==> config.mk <==
export PLATFORM = sky130hd
export DESIGN_NAME = stage_window
export DESIGN_NICKNAME = d
export VERILOG_FILES = /design/src/rtl/stage_pkg.sv /design/src/rtl/stage_fetch.sv /design/src/rtl/stage_window.sv
export SDC_FILE = /design/constraint.sdc
export NUM_CORES = 2
export LEC_CHECK = 0
export BUFFER_PORTS_ARGS = -buffer_cell sky130_fd_sc_hd__buf_4
export CAP_MARGIN = 40
export CORE_ASPECT_RATIO = 1.75
export CORE_MARGIN = 4
export CORE_UTILIZATION = 40
export CTS_CLUSTER_SIZE = 25
export DETAILED_ROUTE_END_ITERATION = 7
export GPL_TIMING_DRIVEN = 0
export PLACE_DENSITY = 0.66
export SLEW_MARGIN = 20
export SYNTH_ARGS = -nofsm -noshare
export SYNTH_HDL_FRONTEND = slang
export SYNTH_SLANG_ARGS = --single-unit
==> constraint.sdc <==
create_clock -name i_clk_pix -period 51.8 [get_ports i_clk_pix]
set_clock_uncertainty 0.2 [all_clocks]
set_input_delay 5.18 -clock i_clk_pix [delete_from_list [all_inputs] [get_ports i_clk_pix]]
set_output_delay 5.18 -clock i_clk_pix [all_outputs]
set_load 0.03 [all_outputs]
==> src/rtl/stage_pkg.sv <==
// Shared types for the stage-block streamer: block record, stat bit positions, FSM states.
package stage_pkg;

  localparam int unsigned POS_W    = 16;
  localparam int unsigned STAT_TOP = 0;
  localparam int unsigned STAT_END = 1;

  typedef struct packed {
    logic             valid;
    logic [POS_W-1:0] left;
    logic [POS_W-1:0] right;
    logic [POS_W-1:0] height;
    logic [POS_W-1:0] stat;
  } block_t;

  typedef enum logic [1:0] {
    ST_IDLE    = 2'd0,
    ST_PRELOAD = 2'd1,
    ST_PLAY    = 2'd2,
    ST_END     = 2'd3
  } state_t;

  // Split a raw ROM word {left,right,height,stat} into a valid block, shifted by ofs.
  function automatic block_t unpack_rec(input logic [4*POS_W-1:0] rec,
                                        input logic [POS_W-1:0]   ofs);
    block_t b;
    b.valid  = 1'b1;
    b.left   = rec[4*POS_W-1 -: POS_W] + ofs;
    b.right  = rec[3*POS_W-1 -: POS_W] + ofs;
    b.height = rec[2*POS_W-1 -: POS_W];
    b.stat   = rec[POS_W-1:0];
    return b;
  endfunction

endpackage

==> src/rtl/stage_fetch.sv <==
// Stage ROM fetcher: address counter, one-cycle data capture and a single pending record.
// STAGE_LOOP_EN: address wraps to 0 and rewind adds the marker offset; otherwise it saturates.
module stage_fetch
  import stage_pkg::*;
#(
  parameter int unsigned STG_DEPTH = 64
) (
  input  logic                         i_clk_pix,
  input  logic                         i_rst,
  input  logic                         i_en,
  input  logic                         i_consume,
  input  logic                         i_rewind,
  input  logic [POS_W-1:0]             i_rewind_ofs,
  output logic [$clog2(STG_DEPTH)-1:0] o_rom_addr,
  input  logic [4*POS_W-1:0]           i_rom_data,
  output block_t                       o_pend,
  output logic                         o_dry_c
);

  localparam int unsigned ADDR_W = $clog2(STG_DEPTH);

  logic [ADDR_W-1:0] addr_q;
  logic              inflight_q;
  logic              done_q;
  logic [POS_W-1:0]  ofs_q;
  block_t            pend_q;
  logic              req_c;

  // A new address goes out only when the pending slot is free by the next edge.
  assign req_c = i_en && !inflight_q && !done_q && (!pend_q.valid || i_consume);

  always_ff @(posedge i_clk_pix) begin
    if (i_rst) begin
      addr_q     <= '0;
      inflight_q <= 1'b0;
      done_q     <= 1'b0;
      ofs_q      <= '0;
      pend_q     <= '0;
    end else begin
      inflight_q <= req_c;
      if (i_rewind) begin
        addr_q <= '0;
        done_q <= 1'b0;
        ofs_q  <= ofs_q + i_rewind_ofs;
      end else if (req_c) begin
        if (addr_q == ADDR_W'(STG_DEPTH - 1)) begin
`ifdef STAGE_LOOP_EN
          addr_q <= '0;
`else
          done_q <= 1'b1;
`endif
        end else begin
          addr_q <= addr_q + ADDR_W'(1);
        end
      end
      if (inflight_q) begin
        pend_q <= unpack_rec(i_rom_data, ofs_q);
      end else if (i_consume) begin
        pend_q.valid <= 1'b0;
      end
    end
  end

  assign o_rom_addr = addr_q;
  assign o_pend     = pend_q;
  assign o_dry_c    = done_q && !inflight_q && !pend_q.valid;

endmodule

==> src/rtl/stage_window.sv <==
// Stage-block window: circular buffer of visible blocks, pixel hit test, floor/ceiling query.
// STAGE_LOOP_EN: after the end marker drains, the stage replays shifted past the marker.
module stage_window
  import stage_pkg::*;
#(
  parameter int unsigned BUF_DEPTH = 8,
  parameter int unsigned STG_DEPTH = 64,
  parameter int unsigned H_RES     = 800,
  parameter int unsigned V_RES     = 600,
  parameter int unsigned LOOKAHEAD = 64
) (
  input  logic                          i_clk_pix,
  input  logic                          i_rst,
  input  logic                          i_start,
  input  logic [POS_W-1:0]              i_map_x,
  input  logic signed [POS_W-1:0]       i_sx,
  input  logic signed [POS_W-1:0]       i_sy,
  input  logic [POS_W-1:0]              i_foot_l,
  input  logic [POS_W-1:0]              i_foot_r,
  output logic [$clog2(STG_DEPTH)-1:0]  o_rom_addr,
  input  logic [4*POS_W-1:0]            i_rom_data,
  output logic                          o_ready,
  output logic                          o_drawing,
  output logic [POS_W-1:0]              o_floor,
  output logic [POS_W-1:0]              o_ceil,
  output logic [$clog2(BUF_DEPTH):0]    o_count,
  output logic                          o_stage_end,
  output logic                          o_overflow
);

  localparam int unsigned PTR_W = $clog2(BUF_DEPTH);
  localparam int unsigned CNT_W = PTR_W + 1;

  state_t           state_q, state_d;
  block_t           win_q [BUF_DEPTH];
  logic [PTR_W-1:0] head_q, tail_q;
  logic [CNT_W-1:0] count_q;

  logic             ready_q, drawing_q, stage_end_q, overflow_q;
  logic [POS_W-1:0] floor_q, ceil_q;

  block_t           pend;
  logic             fetch_dry_c;
  logic             full_c, empty_c, in_range_c, pop_ok_c, end_rec_c;
  logic [POS_W-1:0] limit_c;
  logic             push_c, pop_c, fetch_en_c, ovf_set_c, rewind_c;

  stage_fetch #(
    .STG_DEPTH (STG_DEPTH)
  ) u_fetch (
    .i_clk_pix    (i_clk_pix),
    .i_rst        (i_rst),
    .i_en         (fetch_en_c),
    .i_consume    (push_c),
    .i_rewind     (rewind_c),
    .i_rewind_ofs (win_q[head_q].right),
    .o_rom_addr   (o_rom_addr),
    .i_rom_data   (i_rom_data),
    .o_pend       (pend),
    .o_dry_c      (fetch_dry_c)
  );

  assign full_c     = (count_q == CNT_W'(BUF_DEPTH));
  assign empty_c    = (count_q == '0);
  assign limit_c    = i_map_x + POS_W'(H_RES + LOOKAHEAD);
  assign in_range_c = (pend.left <= limit_c);
  assign pop_ok_c   = !empty_c && (win_q[head_q].right < i_map_x);
  assign end_rec_c  = pend.stat[STAT_END];

  // State register
  always_ff @(posedge i_clk_pix) begin
    if (i_rst) state_q <= ST_IDLE;
    else       state_q <= state_d;
  end

  // Next state
  always_comb begin
    state_d = state_q;
    case (state_q)
      ST_IDLE: begin
        if (i_start) state_d = ST_PRELOAD;
      end
      ST_PRELOAD: begin
        if (push_c && end_rec_c) state_d = ST_END;
        else if (full_c || (pend.valid && !in_range_c) || fetch_dry_c) state_d = ST_PLAY;
      end
      ST_PLAY: begin
        if (push_c && end_rec_c) state_d = ST_END;
      end
      ST_END: begin
`ifdef STAGE_LOOP_EN
        if (count_q == CNT_W'(1)) state_d = ST_PLAY;
`endif
      end
      default: state_d = ST_IDLE;
    endcase
  end

  // FSM outputs: window push/pop strobes and fetch control
  always_comb begin
    push_c     = 1'b0;
    pop_c      = 1'b0;
    fetch_en_c = 1'b0;
    ovf_set_c  = 1'b0;
    rewind_c   = 1'b0;
    case (state_q)
      ST_PRELOAD, ST_PLAY: begin
        push_c     = pend.valid && !full_c && in_range_c;
        pop_c      = (state_q == ST_PLAY) && pop_ok_c;
        fetch_en_c = !(push_c && end_rec_c);
        ovf_set_c  = pend.valid && full_c && in_range_c;
      end
      ST_END: begin
        pop_c = pop_ok_c;
`ifdef STAGE_LOOP_EN
        rewind_c = (count_q == CNT_W'(1));
`endif
      end
      default: ;
    endcase
  end

  // Window buffer and status registers
  always_ff @(posedge i_clk_pix) begin
    if (i_rst) begin
      for (int unsigned i = 0; i < BUF_DEPTH; i++) win_q[i] <= '0;
      head_q      <= '0;
      tail_q      <= '0;
      count_q     <= '0;
      ready_q     <= 1'b0;
      stage_end_q <= 1'b0;
      overflow_q  <= 1'b0;
    end else begin
      if (push_c) begin
        win_q[tail_q] <= pend;
        tail_q        <= tail_q + PTR_W'(1);
      end
      if (pop_c) begin
        win_q[head_q].valid <= 1'b0;
        head_q              <= head_q + PTR_W'(1);
      end
      case ({push_c, pop_c})
        2'b10:   count_q <= count_q + CNT_W'(1);
        2'b01:   count_q <= count_q - CNT_W'(1);
        default: ;
      endcase
      ready_q     <= (state_d == ST_PLAY) || (state_d == ST_END);
      stage_end_q <= (state_q == ST_END) && (count_q == CNT_W'(1));
      if (ovf_set_c) overflow_q <= 1'b1;
    end
  end

  // Pixel hit test and footprint floor/ceiling over every valid entry
  logic [POS_W-1:0] px_c, sy_c;
  logic             hit_c;
  logic [POS_W-1:0] floor_c, ceil_c;

  assign px_c = i_map_x + $unsigned(i_sx);
  assign sy_c = $unsigned(i_sy);

  always_comb begin
    hit_c   = 1'b0;
    floor_c = '0;
    ceil_c  = POS_W'(V_RES);
    for (int unsigned i = 0; i < BUF_DEPTH; i++) begin
      if (win_q[i].valid) begin
        if (win_q[i].left <= px_c && px_c <= win_q[i].right) begin
          if (win_q[i].stat[STAT_TOP]) begin
            if (sy_c <= win_q[i].height) hit_c = 1'b1;
          end else begin
            if (sy_c >= POS_W'(V_RES) - win_q[i].height) hit_c = 1'b1;
          end
        end
        if (win_q[i].left <= i_foot_r && win_q[i].right >= i_foot_l) begin
          if (win_q[i].stat[STAT_TOP]) begin
            if (win_q[i].height < ceil_c) ceil_c = win_q[i].height;
          end else begin
            if (win_q[i].height > floor_c) floor_c = win_q[i].height;
          end
        end
      end
    end
  end

  always_ff @(posedge i_clk_pix) begin
    if (i_rst) begin
      drawing_q <= 1'b0;
      floor_q   <= '0;
      ceil_q    <= POS_W'(V_RES);
    end else begin
      drawing_q <= hit_c;
      floor_q   <= floor_c;
      ceil_q    <= ceil_c;
    end
  end

  assign o_ready     = ready_q;
  assign o_drawing   = drawing_q;
  assign o_floor     = floor_q;
  assign o_ceil      = ceil_q;
  assign o_count     = count_q;
  assign o_stage_end = stage_end_q;
  assign o_overflow  = overflow_q;

endmodule

# After elaboration in Yosys (flattened, before gate mapping)
# Memories as Yosys holds them, arrays and structs flattened. A register that Yosys moved wholly into a read port is not among the register bits.
# Index checks and enable logic that the tools add are counted.
# word_totals
regBits,121
latchBits,0
mem_bits_rw,520
romBits,0
input_bits,147
output_inout_bits,46
wordCells,294
n_memories,1
# op_classes
add_sub_neg,15
mul,0
div,0
n_lt_le_gt_ge,66
eq_ne,10
shift,0
n_mux,132
bitwise_logic,1
n_reduce_logical,51
# memory_table
name,words,width,rd,rd_ports_with_merged_regs,wr,line_no,text
win_q,8,65,9,1,8,stage_window.sv:35,block_t win_q [BUF_DEPTH];
# ops
cell,n
$mux 16,64
$le 16x16->1,33
$ge 16x16->1,16
$mux 65,2
$reduce_or 65->1,2
$lt 16x16->1,8
$sub 10x16->16 const A,8
$gt 16x16->1,7
$mux 1,54
$logic_and 1x1->1,31
$add 16x10->16 const B,1
$add 16x16->16,1
$gt 16x1->1 const B,1
$lt 16x10->1 const B,1
$mux 3,4
$eq 2x2->1 const B,5
$mux 2,5
$pmux 4 s2,1
$logic_not 1->1,7
$add 3x1->3 const B,2
$add 6x1->6 const B,1
$eq 6x6->1 const B,1
$pmux 2 s3,1
$add 4x1->4 const B,1
other kinds (12),18

# Logic depth before layout (Yosys ltp)
# An unclocked memory read counts as a cell.
# depth
depth_word,41
mapped_depth,112

# Hierarchy
# From an unflattened synthesis, not the netlist that was laid out.
# hier_totals
cells_unflattened,5497
hier_area_um2,52012.4
# by_module_without_submodules
module,instances,cells_each,area_per_inst_um2,seq_area_each_um2
stage_window,1,4889,46667.3,12932.4
stage_fetch,1,608,5345.1,1781.7

# Worst setup path after synthesis
# Ideal clock, no wire load.
# synth_timing
path_type,in2reg
from,input port i_foot_r[7]
to,register floor_q[10] (netlist: o_floor[10])
arrival_ns,23.654
required_ns,51.524
slack_ns,27.871
stages,106
path_buffers,10
cell_sequence,inv_1 > ha_1 > a21oi_1 > o21ai_1 > a311o_1 > o31a_1 > nor3_1 > inv_1 > nor2_1 > o21a_1 > nand2_1 > ha_1 > nor2b_1 > o21a_1 > o21a_1 > o21a_1 > o21a_1 > o21a_1 > [... 70 more ...] > nand2_1 > clkbuf_1 > mux2_2 > ha_1 > a21oi_1 > nor2b_1 > o21ai_0 > nand2b_1 > a21oi_1 > nor2b_1 > o21ai_0 > nand2b_1 > a211oi_1 > or4_1 > clkbuf_1 > nand2_1 > clkbuf_1 > o22ai_1
# synth_via
elab_chain_len,39
word_cells_on_any_way,53
# synth_lines
item,line_no,text
"start, declared",stage_window.sv:19,"input logic [POS_W-1:0] i_foot_r,"
$le 16x16->1,stage_window.sv:174,if (win_q[i].left <= i_foot_r && win_q[i].right >= i_foot_l) begin
$logic_and 1x1->1,stage_window.sv:174,
$mux 16,stage_window.sv:174,
$mux 16,stage_window.sv:166,if (win_q[i].valid) begin
$gt 16x16->1,stage_window.sv:178,if (win_q[i].height > floor_c) floor_c = win_q[i].height;
$mux 16,stage_window.sv:178,
$mux 16,stage_window.sv:175,if (win_q[i].stat[STAT_TOP]) begin
$mux 16,stage_window.sv:174,
[... 23 more ...],--,
$mux 16,stage_window.sv:175,
$mux 16,stage_window.sv:174,
$mux 16,stage_window.sv:166,
$gt 16x16->1,stage_window.sv:178,
$mux 16,stage_window.sv:178,
$mux 16,stage_window.sv:175,
$mux 16,stage_window.sv:174,
$mux 16 *,stage_window.sv:166,
"end signal, assigned",stage_window.sv:192,floor_q <= floor_c;
"end, declared",stage_window.sv:40,"logic [POS_W-1:0] floor_q, ceil_q;"
# Every way passes the cells marked *; elsewhere a longest branch is shown, timed or not.
# A chain may end at the register's enable or synchronous reset.

# Worst setup path after layout
# layout_timing
from,input port i_foot_l[13]
to,register floor_q[14] (netlist: o_floor[14])
# layout_via
elab_chain_len,39
word_cells_on_any_way,53
# layout_lines
item,line_no,text
"start, declared",stage_window.sv:18,"input logic [POS_W-1:0] i_foot_l,"
$ge 16x16->1,stage_window.sv:174,
$logic_and 1x1->1,stage_window.sv:174,
$mux 16,stage_window.sv:174,
$mux 16,stage_window.sv:166,
$gt 16x16->1,stage_window.sv:178,
$mux 16,stage_window.sv:178,
$mux 16,stage_window.sv:175,
$mux 16,stage_window.sv:174,
[... 23 more ...],--,
$mux 16,stage_window.sv:175,
$mux 16,stage_window.sv:174,
$mux 16,stage_window.sv:166,
$gt 16x16->1,stage_window.sv:178,
$mux 16,stage_window.sv:178,
$mux 16,stage_window.sv:175,
$mux 16,stage_window.sv:174,
$mux 16 *,stage_window.sv:166,
# Marks and branches as above.

==> flow_summary.yaml <==
status:
  status: "complete, no violations"
place:
  dp_hpwl_um: 163000
  gp_congestion: 1.03
  port_buffers: 178
clock_tree:
  clock_latency_ns: 0.66
  cts-root-buf: "clkbuf_16"
  cts_sinks: 509
  ctsHoldBuffers: 0
  clockBufferDepth: 3
  htree_levels: 2
  clkSlewWorstSetupHoldPaths_ns: 0.06
  post_cts_resized: 0
  cts_setup_buffers: 0
  cts_made_buffers: 51
  cts_tree: "built"
floorplan:
  rows: 168
  start_util_pct: 40.2
  die_h_um: 467
  io_pins: 193
  die_x_um: 270
  die_area_mm2: 0.126
  core-area_mm2: 0.120
route:
  ant_nets: 0
  wl_um: 201000
  vias: 41500
  dr.pass1.iters: 6
  wl_per_cell_um: 29.1
  route.detailed.drc: 0
  avgViaCountPerCell: 6.01
  first_iter_violations: 2901
power:
  power_density_mw_per_mm2: 22.5
  finalPower_mw: 1.22
  p_leak_nw: 24.0
  ir_drop_mv: 0.0229
global_routing:
  grt_use_total_pct: 30.9
  grt_overflow: 0
  first_global_vias: 42700
  met1_usage_pct: 29.1
  grt_pass1_wl_um: 283000
  grt_busiest_layer: "met2"
  grt.met2_usage_pct: 55.6
  antenna_found_initial: 12
  grt_max_degree: 50
  use_met3_pct: 4.28
critical_path:
  worst-path-buf-inv: 16
  cp_top_family: "compound AO/OA/AOI/OAI gates"
  crit_required_ns: 52.10
  critPathSlowestCell: "nor4bb_2"
  arrival_ns: 29.72
  cp_common_cell: "o21a_1"
  max_stage_delay_ns: 0.84
  worstSetupStartpointType: "input pin"
  critPathCaptureType: "flop"
  cp_max_fo: 10
  crit_type: "in -> reg"
final_layout:
  final_nets: 6520
  multi_input_area_mm2: 0.0322
  area_growth_pct: 12.9
  nFillCells: 11400
  drive_gt1_share_pct: 9.44
  final-seq-area_mm2: 0.0141
yosys:
  synth_area_leaders: "ha_1 (27%), edfxtp_1 (24%), and2_1 (5.2%)"
  ys.flop_type: "edfxtp_1"
  synth_top_cell_area_share_pct: 27.2
  syn_area_mm2: 0.0481
  synthCells: 5017
  yosysSeqAreaShare_pct: 29.4
  yosys_warnings: 0
  synthDistinctLibCells: 87
  syn_avg_cell_area_um2: 9.58
  synthArstFlopShare_pct: 0
  synth_edf_count: 392
  yosysTopAreaCell: "ha_1"
  synth_seq_cells: 509
timing:
  fmax_mhz: 34.0
  tightest_slew_ns: 0.975
  tns_ns: 0
  hold_violations: 0
  fin_crit_sh_pct: 56.8
  relSlewSlack_pct: 34.4
  finalMaxSlewViolations: 0
  period_needed_ns: 29.42
  holdWs_ns: 0.296
  setup_viol: 0
  rsz0062_at_grt: "no"
run:
  maxCapViolations: 0
worst_hold_path:
  hold_class: "reg -> reg"
## flip-flops by register name, summed over array words and instances, names as in the netlist, named ones only
register            cells
win_q                 400
head_q                  3
o_stage_end             1
tail_q                  3
o_floor                16
u_fetch.done_q          1
u_fetch.o_rom_addr      6
u_fetch.o_pend         51
o_overflow              1
u_fetch.inflight_q      1
o_drawing               1
o_count                 4
state_q                 1
o_ceil                 16
## worst paths after layout
kind	from	endpoint	slack, ns	cells past startpoint
setup / recovery	i_foot_l[13]	o_floor[14]$_SDFF_PP0_	22.38	107
hold / removal	o_overflow$_SDFFE_PP0P_	o_overflow$_SDFFE_PP0P_	0.30	2
setup reg to reg	win_q[0][47]$_SDFFCE_PN0P_	o_floor[14]$_SDFF_PP0_	26.89	105
hold reg to reg	o_overflow$_SDFFE_PP0P_	o_overflow$_SDFFE_PP0P_	0.30	2
## area by class of cell
class | instances | area share, %
well taps | 1530 | 3.53
repair buffers | 253 | 4.11
flip-flops and latches | 509 | 26.0
inverters | 421 | 2.91
multi-input cells | 3978 | 59.3
clock buffers | 65 | 2.60
clock inverters | 30 | 0.680
plain buffers | 114 | 0.839
diodes | 12 | 0.0553
## stage by stage
step | cells | worst slack, ns | utilization, % | cell area, um^2
after detailed placement | 6800 | 22.25 | 43.8 | 52400
after CTS | 6895 | 22.82 | 45.3 | 54200
after global routing | 6903 | 21.01 | 45.4 | 54300
final | 6912 | 22.38 | 45.4 | 54300
after global placement | 6730 | 20.50 | 42.9 | 51300
after floorplan | 5022 | 27.87 | - | 48100
## layer usage
layer	wire [um]	share of wire, %	up-vias
li1	-	-	19100
met1	64600	32	19800
met2	98900	49	1791
met3	11000	5.5	857
met4	26300	13	2
met5	13	0.0065	-
## cells by family (layout without fill, tap and decap cells)
logic type | after synthesis | count (layout) | synth area share [%]
compound gates | 1146 | 1146 | 15.3
xor+xnor | 137 | 137 | 2.50
fa+ha+maj | 1045 | 1045 | 27.2
buf+inv | 535 | 883 | 4.23
flops | 509 | 509 | 29.4
mux | 172 | 172 | 4.57
other cells | 1 | 18 | 0.00780
simple gates | 1472 | 1472 | 16.9
## cell usage after synthesis (all sizes together) (8+ instances only)
cell,instances
ha,1044
inv,420
and2,399
edfxtp,392
a21oi,320
nor2,242
o21ai,237
a21o,190
nand2,183
nand4,158
o21a,128
xnor2,123
dfxtp,117
nor2b,115
nand2b,106
clkbuf,91
mux2i,81
nand3,74
nor3,74
mux2,59
a211oi,43
o22ai,38
o211ai,34
mux4,32
nor4,31
a31oi,23
buf,23
and4,18
or2,17
a221oi,15
a2111oi,14
o21bai,14
xor2,14
and3,13
a21boi,12
o2111ai,12
o41ai,11
or4,9
a211o,8
or3,8
## tightest hold or removal path, stage by stage, from the launching register on
cell	delay, ns
dfxtp_1	0.34
a31oi_1	0.05
nor2_1	0.07
## layout by cell type (no fill, tap or decap), types with 72 or more instances in the layout
cell type  synthesis  layout
ha_1            1044    1044
o21ai_0          232     230
nor3_1            74      72
nand4_1          158     158
clkbuf_1          91      98
nor2_1           242     242
mux2i_1           81      81
buf_4              4     195
a21oi_1          320     320
inv_1            420     420
nor2b_1          115     115
edfxtp_1         392     392
nand2_1          183     183
and2_1           399     399
o21a_1           128     128
nand2b_1         105     105
a21o_1           190     190
dfxtp_1          117     116
xnor2_1          123     110
nand3_1           74      74
## power breakdown
part / internal, mW / switching (mW) / total [mW]
logic: 0.132 / 0.204 / 0.336
registers: 0.452 / 0.0243 / 0.476
clock network: 0.229 / 0.182 / 0.411
Power figures use the tool's default switching activity.
